--- src/rtl/prbs_pkg.sv ---
// Shared types and LFSR stepping helpers for the PRBS stream generator.
// The word function runs the serial LFSR dw times; the loop is unrolled in hardware.
package prbs_pkg;
   localparam int MAX_DW = 512;

   localparam int N7  = 7;
   localparam int M7  = 6;
   localparam int N15 = 15;
   localparam int M15 = 14;
   localparam int N23 = 23;
   localparam int M23 = 18;
   localparam int N31 = 31;
   localparam int M31 = 28;

   typedef enum logic [1:0] {
      PRBS7  = 2'd0,
      PRBS15 = 2'd1,
      PRBS23 = 2'd2,
      PRBS31 = 2'd3
   } prbs_mode_t;

   typedef enum logic [1:0] {
      S_IDLE  = 2'd0,
      S_RUN   = 2'd1,
      S_DRAIN = 2'd2
   } prbs_state_t;

   typedef struct packed {
      logic [30:0]       state;
      logic [MAX_DW-1:0] word;
   } lfsr_res_t;

   function automatic logic [30:0] mode_mask(input prbs_mode_t m);
      case (m)
         PRBS7:   return 31'h0000_007F;
         PRBS15:  return 31'h0000_7FFF;
         PRBS23:  return 31'h007F_FFFF;
         default: return 31'h7FFF_FFFF;
      endcase
   endfunction

   function automatic logic tap(input logic [30:0] s, input prbs_mode_t m);
      case (m)
         PRBS7:   return s[N7-1]  ^ s[M7-1];
         PRBS15:  return s[N15-1] ^ s[M15-1];
         PRBS23:  return s[N23-1] ^ s[M23-1];
         default: return s[N31-1] ^ s[M31-1];
      endcase
   endfunction

   // Zero seeds lock the LFSR, so fall back to the default, then to all-ones.
   function automatic logic [30:0] load_seed(input logic [31:0] seed, input logic [31:0] dflt,
                                             input prbs_mode_t m);
      logic [30:0] s;
      s = 31'(seed & {1'b0, mode_mask(m)});
      if (s == '0) s = 31'(dflt & {1'b0, mode_mask(m)});
      if (s == '0) s = mode_mask(m);
      return s;
   endfunction

   function automatic lfsr_res_t lfsr_word(input logic [30:0] s0, input prbs_mode_t m, input int dw);
      lfsr_res_t   r;
      logic [30:0] s;
      logic        nb;
      s      = s0;
      nb     = 1'b0;
      r.word = '0;
      for (int i = 0; i < MAX_DW; i++) begin
         if (i < dw) begin
            nb = tap(s, m);
            s  = {s[29:0], nb} & mode_mask(m);
            r.word[9'(dw - 1 - i)] = nb;
         end
      end
      r.state = s;
      return r;
   endfunction
endpackage

--- src/rtl/prbs_lfsr_word.sv ---
// Combinational DW-bit advance of the LFSR for the selected polynomial.
module prbs_lfsr_word
   import prbs_pkg::*;
#(
   parameter int DW = 32
) (
   input  logic [30:0]   state,
   input  prbs_mode_t    mode,
   output logic [30:0]   next_state,
   output logic [DW-1:0] word
);
   lfsr_res_t res;

   always_comb res = lfsr_word(state, mode, DW);

   assign next_state = res.state;
   assign word       = res.word[DW-1:0];

   generate
      if (DW < MAX_DW) begin : g_pad
         logic unused_pad;
         assign unused_pad = ^res.word[MAX_DW-1:DW];
      end
   endgenerate
endmodule

--- src/rtl/prbs_stream_gen.sv ---
// PRBS AXI4-Stream traffic source with framing, graceful stop, bit-error
// injection and beat/frame counters.
module prbs_stream_gen
   import prbs_pkg::*;
#(
   parameter int          DW           = 32,
   parameter int          FRAME_BEATS  = 256,
   parameter logic [31:0] DEFAULT_SEED = 32'hFFFF_FFFF
) (
   input  logic          clock,
   input  logic          resetn,
   input  logic          start,
   input  logic          stop,
   input  logic [1:0]    mode,
   input  logic [31:0]   seed,
   input  logic          inject_err,
   output logic          busy,
   output logic [DW-1:0] m_axis_tdata,
   output logic          m_axis_tvalid,
   input  logic          m_axis_tready,
   output logic          m_axis_tlast,
   output logic [31:0]   beat_count,
   output logic [31:0]   frame_count
);
   localparam int             IW       = (FRAME_BEATS > 1) ? $clog2(FRAME_BEATS) : 1;
   localparam logic [IW-1:0]  LAST_IDX = IW'(FRAME_BEATS - 1);

   prbs_state_t   state, state_n;
   prbs_mode_t    mode_q, step_mode;
   logic [30:0]   lfsr_q, step_in, step_out;
   logic [DW-1:0] data_q, step_word;
   logic          valid_q, last_q, inj_q;
   logic [IW-1:0] idx_q, idx_n;
   logic [31:0]   beat_q, frame_q;
   logic          acc, load, advance, finish;

   assign acc       = valid_q & m_axis_tready;
   assign step_mode = (state == S_IDLE) ? prbs_mode_t'(mode) : mode_q;
   assign step_in   = (state == S_IDLE) ? load_seed(seed, DEFAULT_SEED, prbs_mode_t'(mode)) : lfsr_q;
   assign idx_n     = last_q ? '0 : idx_q + IW'(1);

   prbs_lfsr_word #(.DW(DW)) u_word (
      .state      (step_in),
      .mode       (step_mode),
      .next_state (step_out),
      .word       (step_word)
   );

   always_ff @(posedge clock) begin
      if (!resetn) state <= S_IDLE;
      else         state <= state_n;
   end

   // A stop that lands on the accepted TLAST beat skips DRAIN entirely.
   always_comb begin
      state_n = state;
      load    = 1'b0;
      advance = 1'b0;
      finish  = 1'b0;
      case (state)
         S_IDLE: begin
            if (start) begin
               load    = 1'b1;
               state_n = S_RUN;
            end
         end
         S_RUN: begin
            advance = acc;
            if (stop) begin
               if (acc && last_q) begin
                  state_n = S_IDLE;
                  finish  = 1'b1;
               end else begin
                  state_n = S_DRAIN;
               end
            end
         end
         S_DRAIN: begin
            advance = acc;
            if (acc && last_q) begin
               state_n = S_IDLE;
               finish  = 1'b1;
            end
         end
         default: state_n = S_IDLE;
      endcase
   end

   always_ff @(posedge clock) begin
      if (!resetn) begin
         mode_q  <= PRBS7;
         lfsr_q  <= '0;
         data_q  <= '0;
         valid_q <= 1'b0;
         last_q  <= 1'b0;
         idx_q   <= '0;
      end else if (load) begin
         mode_q  <= prbs_mode_t'(mode);
         lfsr_q  <= step_out;
         data_q  <= step_word;
         valid_q <= 1'b1;
         last_q  <= (LAST_IDX == '0);
         idx_q   <= '0;
      end else if (finish) begin
         valid_q <= 1'b0;
         last_q  <= 1'b0;
      end else if (advance) begin
         lfsr_q  <= step_out;
         data_q  <= step_word;
         idx_q   <= idx_n;
         last_q  <= (idx_n == LAST_IDX);
      end
   end

   always_ff @(posedge clock) begin
      if (!resetn) begin
         beat_q  <= '0;
         frame_q <= '0;
      end else if (load) begin
         beat_q  <= '0;
         frame_q <= '0;
      end else if (acc) begin
         beat_q <= beat_q + 32'd1;
         if (last_q) frame_q <= frame_q + 32'd1;
      end
   end

   // A pulse arriving with an accept belongs to the following beat.
   always_ff @(posedge clock) begin
      if (!resetn)         inj_q <= 1'b0;
      else if (acc)        inj_q <= inject_err;
      else if (inject_err) inj_q <= 1'b1;
   end

   assign busy          = (state != S_IDLE);
   assign m_axis_tvalid = valid_q;
   assign m_axis_tlast  = last_q;
   assign m_axis_tdata  = data_q ^ DW'(inj_q & valid_q);
   assign beat_count    = beat_q;
   assign frame_count   = frame_q;
endmodule

--- config.mk ---
export PLATFORM = sky130hd
export DESIGN_NAME = prbs_stream_gen
export DESIGN_NICKNAME = d
export VERILOG_FILES = /design/src/rtl/prbs_pkg.sv /design/src/rtl/prbs_lfsr_word.sv /design/src/rtl/prbs_stream_gen.sv
export SDC_FILE = /design/constraint.sdc
export NUM_CORES = 1
export LEC_CHECK = 0
export CORE_MARGIN = 2
export CORE_UTILIZATION = 57
export CTS_BUF_LIST = sky130_fd_sc_hd__clkbuf_4 sky130_fd_sc_hd__clkbuf_8
export CTS_CLUSTER_DIAMETER = 200
export DETAILED_ROUTE_END_ITERATION = 16
export GPL_ROUTABILITY_DRIVEN = 1
export PLACE_DENSITY = 0.84
export SLEW_MARGIN = 30
export SYNTH_ARGS = -nofsm -noshare
export SYNTH_HDL_FRONTEND = slang
export SYNTH_SLANG_ARGS = --single-unit
--- constraint.sdc ---
create_clock -name clock -period 4.86 [get_ports clock]
set_clock_uncertainty 0.2 [all_clocks]
set_input_delay 0.972 -clock clock [delete_from_list [all_inputs] [get_ports clock]]
set_output_delay 0.972 -clock clock [all_outputs]
set_load 0.005 [all_outputs]
### Word-level counts from Yosys, hierarchy flattened

Index checks and enable logic that the tools add are counted.

* memories kept: 0
* RAM bits: 0
* bits in read-only memories: 0
* flip-flop bits (word level): 142
* output and inout bits: 99
* latch bits: 0

* reductions and logical operators: 17
* shift-type cells: 0
* magnitude comparators: 0
* multiplexer cells: 60
* $add $sub $neg: 3
* $mul: 0
* bitwise logic cells: 166
* div/mod/pow operators: 0
* equal/unequal tests: 11

Operator list (number)
* $and A31 B31 Y31: 33
* $mux W31: 6
* $pmux W31 S3: 2
* $xor A1 B1 Y1: 128
* $mux W32: 3
* $pmux W1 S3: 32
* $add A32 B1 Y32 const B: 2
* $logic_not A31 Y1: 2
* $xor A32 B1 Y32: 1
* $mux W2: 5
* $mux W1: 9
* $add A8 B1 Y8 const B: 1
* $eq A8 B8 Y1 const B: 1
* $mux W8: 1
* $ne A2 B2 Y1 const B: 4
* $reduce_bool A2 Y1: 4
* $eq A2 B1 Y1 const B: 3
* $eq A2 B2 Y1 const B: 3
* $logic_not A2 Y1: 3
* $pmux W2 S3: 1
* $reduce_and A2 Y1: 3
* $reduce_or A2 Y1: 2
* $reduce_and A3 Y1: 1
* $reduce_or A3 Y1: 1
* 4 further kinds: 6

### Longest topological paths before layout

Gate-level depths: netlist of the first run.

* depth in word-level cells: 107
* depth in mapped cells: 18

### Hierarchy

From an unflattened synthesis of the first run, not the netlist that was laid out.

* cell total of the unflattened synthesis: 1227
* area total of the unflattened synthesis: 9765.6 sq um

By module, submodules not included
* prbs_stream_gen: cells each 897, instances 1, area an instance 7345.8 sq um
* prbs_lfsr_word: cells each 330, instances 1, area an instance 2419.8 sq um

### Worst setup path after synthesis of the first run

OpenSTA, ideal clock, no wires.

* kind: input -> register
* start: input port seed[7]
* end: register lfsr_q[2]
* stages: 13
* library setup time: 62 ps
* path slack: 400 ps
* arrival time: 4198 ps
* path buffers: 0
* cell sequence: nor4_4 > a21boi_2 > or4_1 > nand2_1 > xor2_1 > a221oi_4 > xnor2_1 > o21a_2 > mux2i_4 > nand3b_1 > o211a_2 > or4b_1 > nand3_1

* word-level cells in the longest chain between the ends: 51

RTL lines
* from (decl): RTL line prbs_stream_gen.sv:15 `input logic [31:0] seed,`
* $and A31 B31 Y31 (*): RTL line prbs_pkg.sv:55 `s = 31'(seed & {1'b0, mode_mask(m)});`
* $logic_not A31 Y1: RTL line prbs_pkg.sv:56 `if (s == '0) s = 31'(dflt & {1'b0, mode_mask(m)});`
* $mux W31 (*): RTL line prbs_pkg.sv:56
* $logic_not A31 Y1: RTL line prbs_pkg.sv:57 `if (s == '0) s = mode_mask(m);`
* $mux W31 (*): RTL line prbs_pkg.sv:57
* $mux W31 (*): RTL line prbs_stream_gen.sv:39 `assign step_in = (state == S_IDLE) ? load_seed(seed, DEFAULT_SEED, prbs_mode_t'(mode)) : lfsr_q;`
* $and A31 B31 Y31 (*): RTL line prbs_pkg.sv:71 `s = {s[29:0], nb} & mode_mask(m);`
* $xor A1 B1 Y1, or another cell as far along: RTL line prbs_pkg.sv:47 `default: return s[N31-1] ^ s[M31-1];`
* [... 27 more ...]
* $pmux W1 S3 / $xor A1 B1 Y1 (equally long branches): RTL line prbs_pkg.sv:43, prbs_pkg.sv:44
* $and A31 B31 Y31 (*) (7 in series): RTL line prbs_pkg.sv:71
* $xor A1 B1 Y1: RTL line prbs_pkg.sv:44 `PRBS7: return s[N7-1] ^ s[M7-1];`
* $pmux W1 S3 (*): RTL line prbs_pkg.sv:43 `case (m)`
* $and A31 B31 Y31 (*) (3 in series): RTL line prbs_pkg.sv:71
* $mux W31: RTL line prbs_stream_gen.sv:107 `end else if (advance) begin`
* $mux W31: RTL line prbs_stream_gen.sv:104 `end else if (finish) begin`
* $mux W31 (*): RTL line prbs_stream_gen.sv:97 `end else if (load) begin`
* to (signal assigned): RTL line prbs_stream_gen.sv:99 `lfsr_q <= step_out;`
* to (signal assigned): RTL line prbs_stream_gen.sv:108 `lfsr_q <= step_out;`
* to (decl): RTL line prbs_stream_gen.sv:30 `logic [30:0] lfsr_q, step_in, step_out;`

Mark *: on every way between the ends. The rest lies on a longest branch, timed or not. The select of a mux whose other input is x is not followed.
A chain may end at the register's enable or synchronous reset.

### Worst setup path after layout of the first run

* start: input port seed[10]
* end: register lfsr_q[3]

* word-level cells in the longest chain between the ends: 51

RTL lines (RTL line)
* $and A31 B31 Y31 (*): prbs_pkg.sv:55
* $logic_not A31 Y1: prbs_pkg.sv:56
* $mux W31 (*): prbs_pkg.sv:56
* $logic_not A31 Y1: prbs_pkg.sv:57
* $mux W31 (*): prbs_pkg.sv:57
* $mux W31 (*): prbs_stream_gen.sv:39
* $xor A1 B1 Y1, or another cell as far along: prbs_pkg.sv:47
* $pmux W1 S3, or another cell as far along: prbs_pkg.sv:43
* [... 26 more ...]
* $pmux W1 S3 / $xor A1 B1 Y1 (equally long branches): prbs_pkg.sv:43, prbs_pkg.sv:44
* $and A31 B31 Y31 (*) (7 in series): prbs_pkg.sv:71
* $xor A1 B1 Y1: prbs_pkg.sv:44
* $pmux W1 S3 (*): prbs_pkg.sv:43
* $and A31 B31 Y31 (*) (4 in series): prbs_pkg.sv:71
* $mux W31: prbs_stream_gen.sv:107
* $mux W31: prbs_stream_gen.sv:104
* $mux W31 (*): prbs_stream_gen.sv:97

Marked as above.

==> results of run 1 <==
==> how the worst max path moves through the flow <==
stage                     startpoint                endpoint  cells after the start
after global placement       seed[7]  lfsr_q[3]$_SDFFE_PN0P_                     17
after floorplan              seed[7]  lfsr_q[2]$_SDFFE_PN0P_                     13
after global routing        seed[10]  lfsr_q[3]$_SDFFE_PN0P_                     18
after CTS                    seed[7]  lfsr_q[3]$_SDFFE_PN0P_                     17
after detailed placement     seed[7]  lfsr_q[3]$_SDFFE_PN0P_                     17
final                       seed[10]  lfsr_q[3]$_SDFFE_PN0P_                     17
==> worst register-to-register path, delay by kind of cell (launching register included) <==
kind            cells  cell delay, ps
mux                 1             400
buf+inv             3             550
compound gates      8            1930
fa+ha+maj           1             390
flops               1             340
simple gates        1             210
xor+xnor            3             530
==> final cells by class <==
type | instances | area (µm²) | area share (%)
multi-input cells | 896 | 5790 | 47.5
repair buffers | 349 | 2980 | 24.4
flip-flops and latches | 135 | 2700 | 22.2
well taps | 211 | 264 | 2.17
clock buffers | 17 | 234 | 1.92
clock inverters | 15 | 176 | 1.45
inverters | 11 | 41.3 | 0.339
==> registers in the layout, indices dropped and copies added, names as in the netlist, 2 cells and up <==
name         flops
beat_count      32
data_q          25
frame_count     32
idx_q            8
lfsr_q          31
mode_q           2
state            2
==> repair_timing <==
item,in CTS,in global routing
buffers inserted,0,1
endpoints found under the setup margin,0,8
gates resized for setup,0,5
==> metal layers <==
| layer | vias up | wire length [µm] |
|---|---|---|
| met5 | - | 0 |
| met4 | 0 | 1510 |
| met3 | 113 | 2670 |
| met2 | 483 | 15500 |
| met1 | 4593 | 12400 |
| li1 | 4522 | - |
==> per-stage QoR <==
stage,util [%],hold slack (ps),instances
floorplan,-,232,1138
global placement,76.7,244,1601
detailed placement,76.7,244,1601
CTS,79.3,256,1633
global route,79.6,281,1634
finish,79.6,257,1634
==> cells by family (layout without fill, tap and decap cells) <==
family                     Yosys count  in the layout  share of synthesized area, %
AOI/OAI and AO/OA                  272            272                          20.4
xor gates and xnor gates           180            180                          17.5
adders and majority gates            6              6                         0.835
muxes                               16             16                          1.95
and+or+nand+nor                    422            422                          23.3
DFF                                135            135                          30.1
buffers and inverters              107            392                          5.97
==> layout by cell type (no fill, tap or decap), types with 20 or more instances in the layout <==
cell,count
clkdlybuf4s50_1,137
o21ai_0,47
a21oi_1,92
buf_4,210
nor3_1,20
dfxtp_1,135
nand3_1,46
nor2_1,143
xor2_1,110
nand2_1,103
xnor2_1,70
==> where the power goes <==
group / total [µW] / switching [µW] / internal (µW)
Sequential: 1340 / 124 / 1220
Clock: 974 / 579 / 395
Combinational: 3360 / 1750 / 1610
Total: 5670 / 2450 / 3220
==> impl_metrics.toml, run 1 <==
[power]
power_uw = 5670
power.density_nw_per_um2 = 465
max-vdd-ir-drop_mv = 0.278
p_leak_uw = 0.00479

[sta]
fin_crit_ps = 4770
grt_setup_unrepaired = "no"
setup_tns_ps = 0
maxSlewHeadroom_pct = 45.8
setup_viol = 0
period_share_pct = 98.1
worst_pin_slew_ps = 804
slew_violations = 0
achievable-frequency_mhz = 210
setup_slack_ps = 92.9
final_hold_viol_count = 0

[clock_tree]
clk_pin_slew_worst_paths_ps = 110
ctsHtreeMaxLevel = 4
cts_buffers = 17
cts_tree = "built"
clock_latency_ps = 480
cts.sink_count = 135
cts_buffer_depth = 2
cts-root-buf = "clkbuf_8"
cts_hold_buf = 0

[floorplan]
start_util_pct = 58.7
fp.dieH_um = 130
ioPinCount = 139
coreArea_um2 = 15300
num_rows = 45
die_w_um = 130
die_area_um2 = 16800

[grt]
grt_pass1_wl_um = 49900
grt_start_max_net_pins = 51
grt_pass1_vias = 9369
use_met3_pct = 6.44
grtUsageMet2_pct = 66.0
track_usage_pct = 38.3
grt.busiest_layer = "met2"
overflow = 0
grt_antenna_before_repair = 0
grt_use_met1_pct = 46.9

[critical_path]
critPathBufInv = 4
worst-r2r-setup-slack_ps = 240
path_class = "in -> reg"
rr_endpoint = "lfsr_q[3]$_SDFFE_PN0P_"
critPathCaptureType = "register"
worstRegToRegCells = 17
cp_slowest_stage_delay_ps = 590
cp_max_fo = 4
cp.required_ps = 5050
crit_path_start_kind = "input port"
r2r_start = "state[0]$_SDFFE_PN0P_"
cp.arrival_ps = 4960
critPathTopFamily = "compound AO/OA/AOI/OAI gates"
path_cells = "clkdlybuf4s50_1, nor4_4, buf_4, a21boi_2, or4_1, nand2_1, xnor2_1, a2111oi_1, buf_4, mux2i_1, o21ai_1, xnor2_1, o31ai_2, buf_4, xnor2_1, a21oi_1, a211oi_1"
slowest_stage = "or4_1"

[yosys]
avgSynthCellArea_um2 = 7.90
yosysMostFrequentCell = "nor2_1"
yosysWarnings = 0
synthTopCellsByCount = "143 x nor2_1, 135 x dfxtp_1, 110 x xor2_1, 104 x nand2_1, 92 x a21oi_1"
synth_edf_count = 0
synth_top_cells_by_area = "dfxtp_1 30%, xor2_1 11%, xnor2_1 6.8%"
synth.distinct_cells = 82
synth-seq-cells = 135
yosysSeqAreaShare_pct = 30.1
ys.flop_type = "dfxtp_1"
synth_cells = 1138
synth_fp_nets = 1184
netlist_area_um2 = 8990
yosys.area.top_type = "dfxtp_1"
synth_top_cell_area_share_pct = 30.1
async_reset_ff_share_pct = 0

[drt]
vias_per_cell = 5.94
vias = 9711
drt_wl_total_um = 32000
dr.pass1.iters = 6
antenna_left = 0
wl_per_cell_um = 19.6
initialDrtViolationCount = 841
drc = 0

[cells_and_area]
fillers = 1096
final_area_um2 = 12200
area_delta_synth_final_pct = 35.5
drive_above_1_share_pct = 20.4
nets = 1456
antenna_cells = 0

[min_path]
hp-class = "reg -> reg"
hold_path_end = "data_q[30]$_SDFFE_PN0P_"
min_path_cells = 2
min_from = "data_q[30]$_SDFFE_PN0P_"

[placement]
placed_area_um2 = 11700
port_buffers = 137
routabilityCongestion = 1.00
dp_hpwl_um = 24000
pre_cts_ws_ps = -435

[run_status]
outcome = "finished, final reports clean"

[job]
max-cap-violations = 0
(Power assumes the default switching activity.)
==> inputs of run 2 (changes only) <==
--- a/config.mk
+++ b/config.mk
@@ -6,8 +6,10 @@
 export NUM_CORES = 1
 export LEC_CHECK = 0
+export ABC_AREA = 0
 export CORE_MARGIN = 2
 export CORE_UTILIZATION = 57
 export CTS_BUF_LIST = sky130_fd_sc_hd__clkbuf_4 sky130_fd_sc_hd__clkbuf_8
 export CTS_CLUSTER_DIAMETER = 200
+export CTS_CLUSTER_SIZE = 24
 export DETAILED_ROUTE_END_ITERATION = 16
 export GPL_ROUTABILITY_DRIVEN = 1
--- a/constraint.sdc
+++ b/constraint.sdc
@@ -3,3 +3,3 @@
 set_input_delay 0.972 -clock clock [delete_from_list [all_inputs] [get_ports clock]]
 set_output_delay 0.972 -clock clock [all_outputs]
-set_load 0.005 [all_outputs]
+set_load 0.01 [all_outputs]
==> results of run 2 <==
Same layout as run 1 (identical final DEF). Status: finished, final reports clean.
Among the figures that moved: total power 5670 µW -> 5710 µW; worst IR drop on VDD 0.278 mV -> 0.279 mV
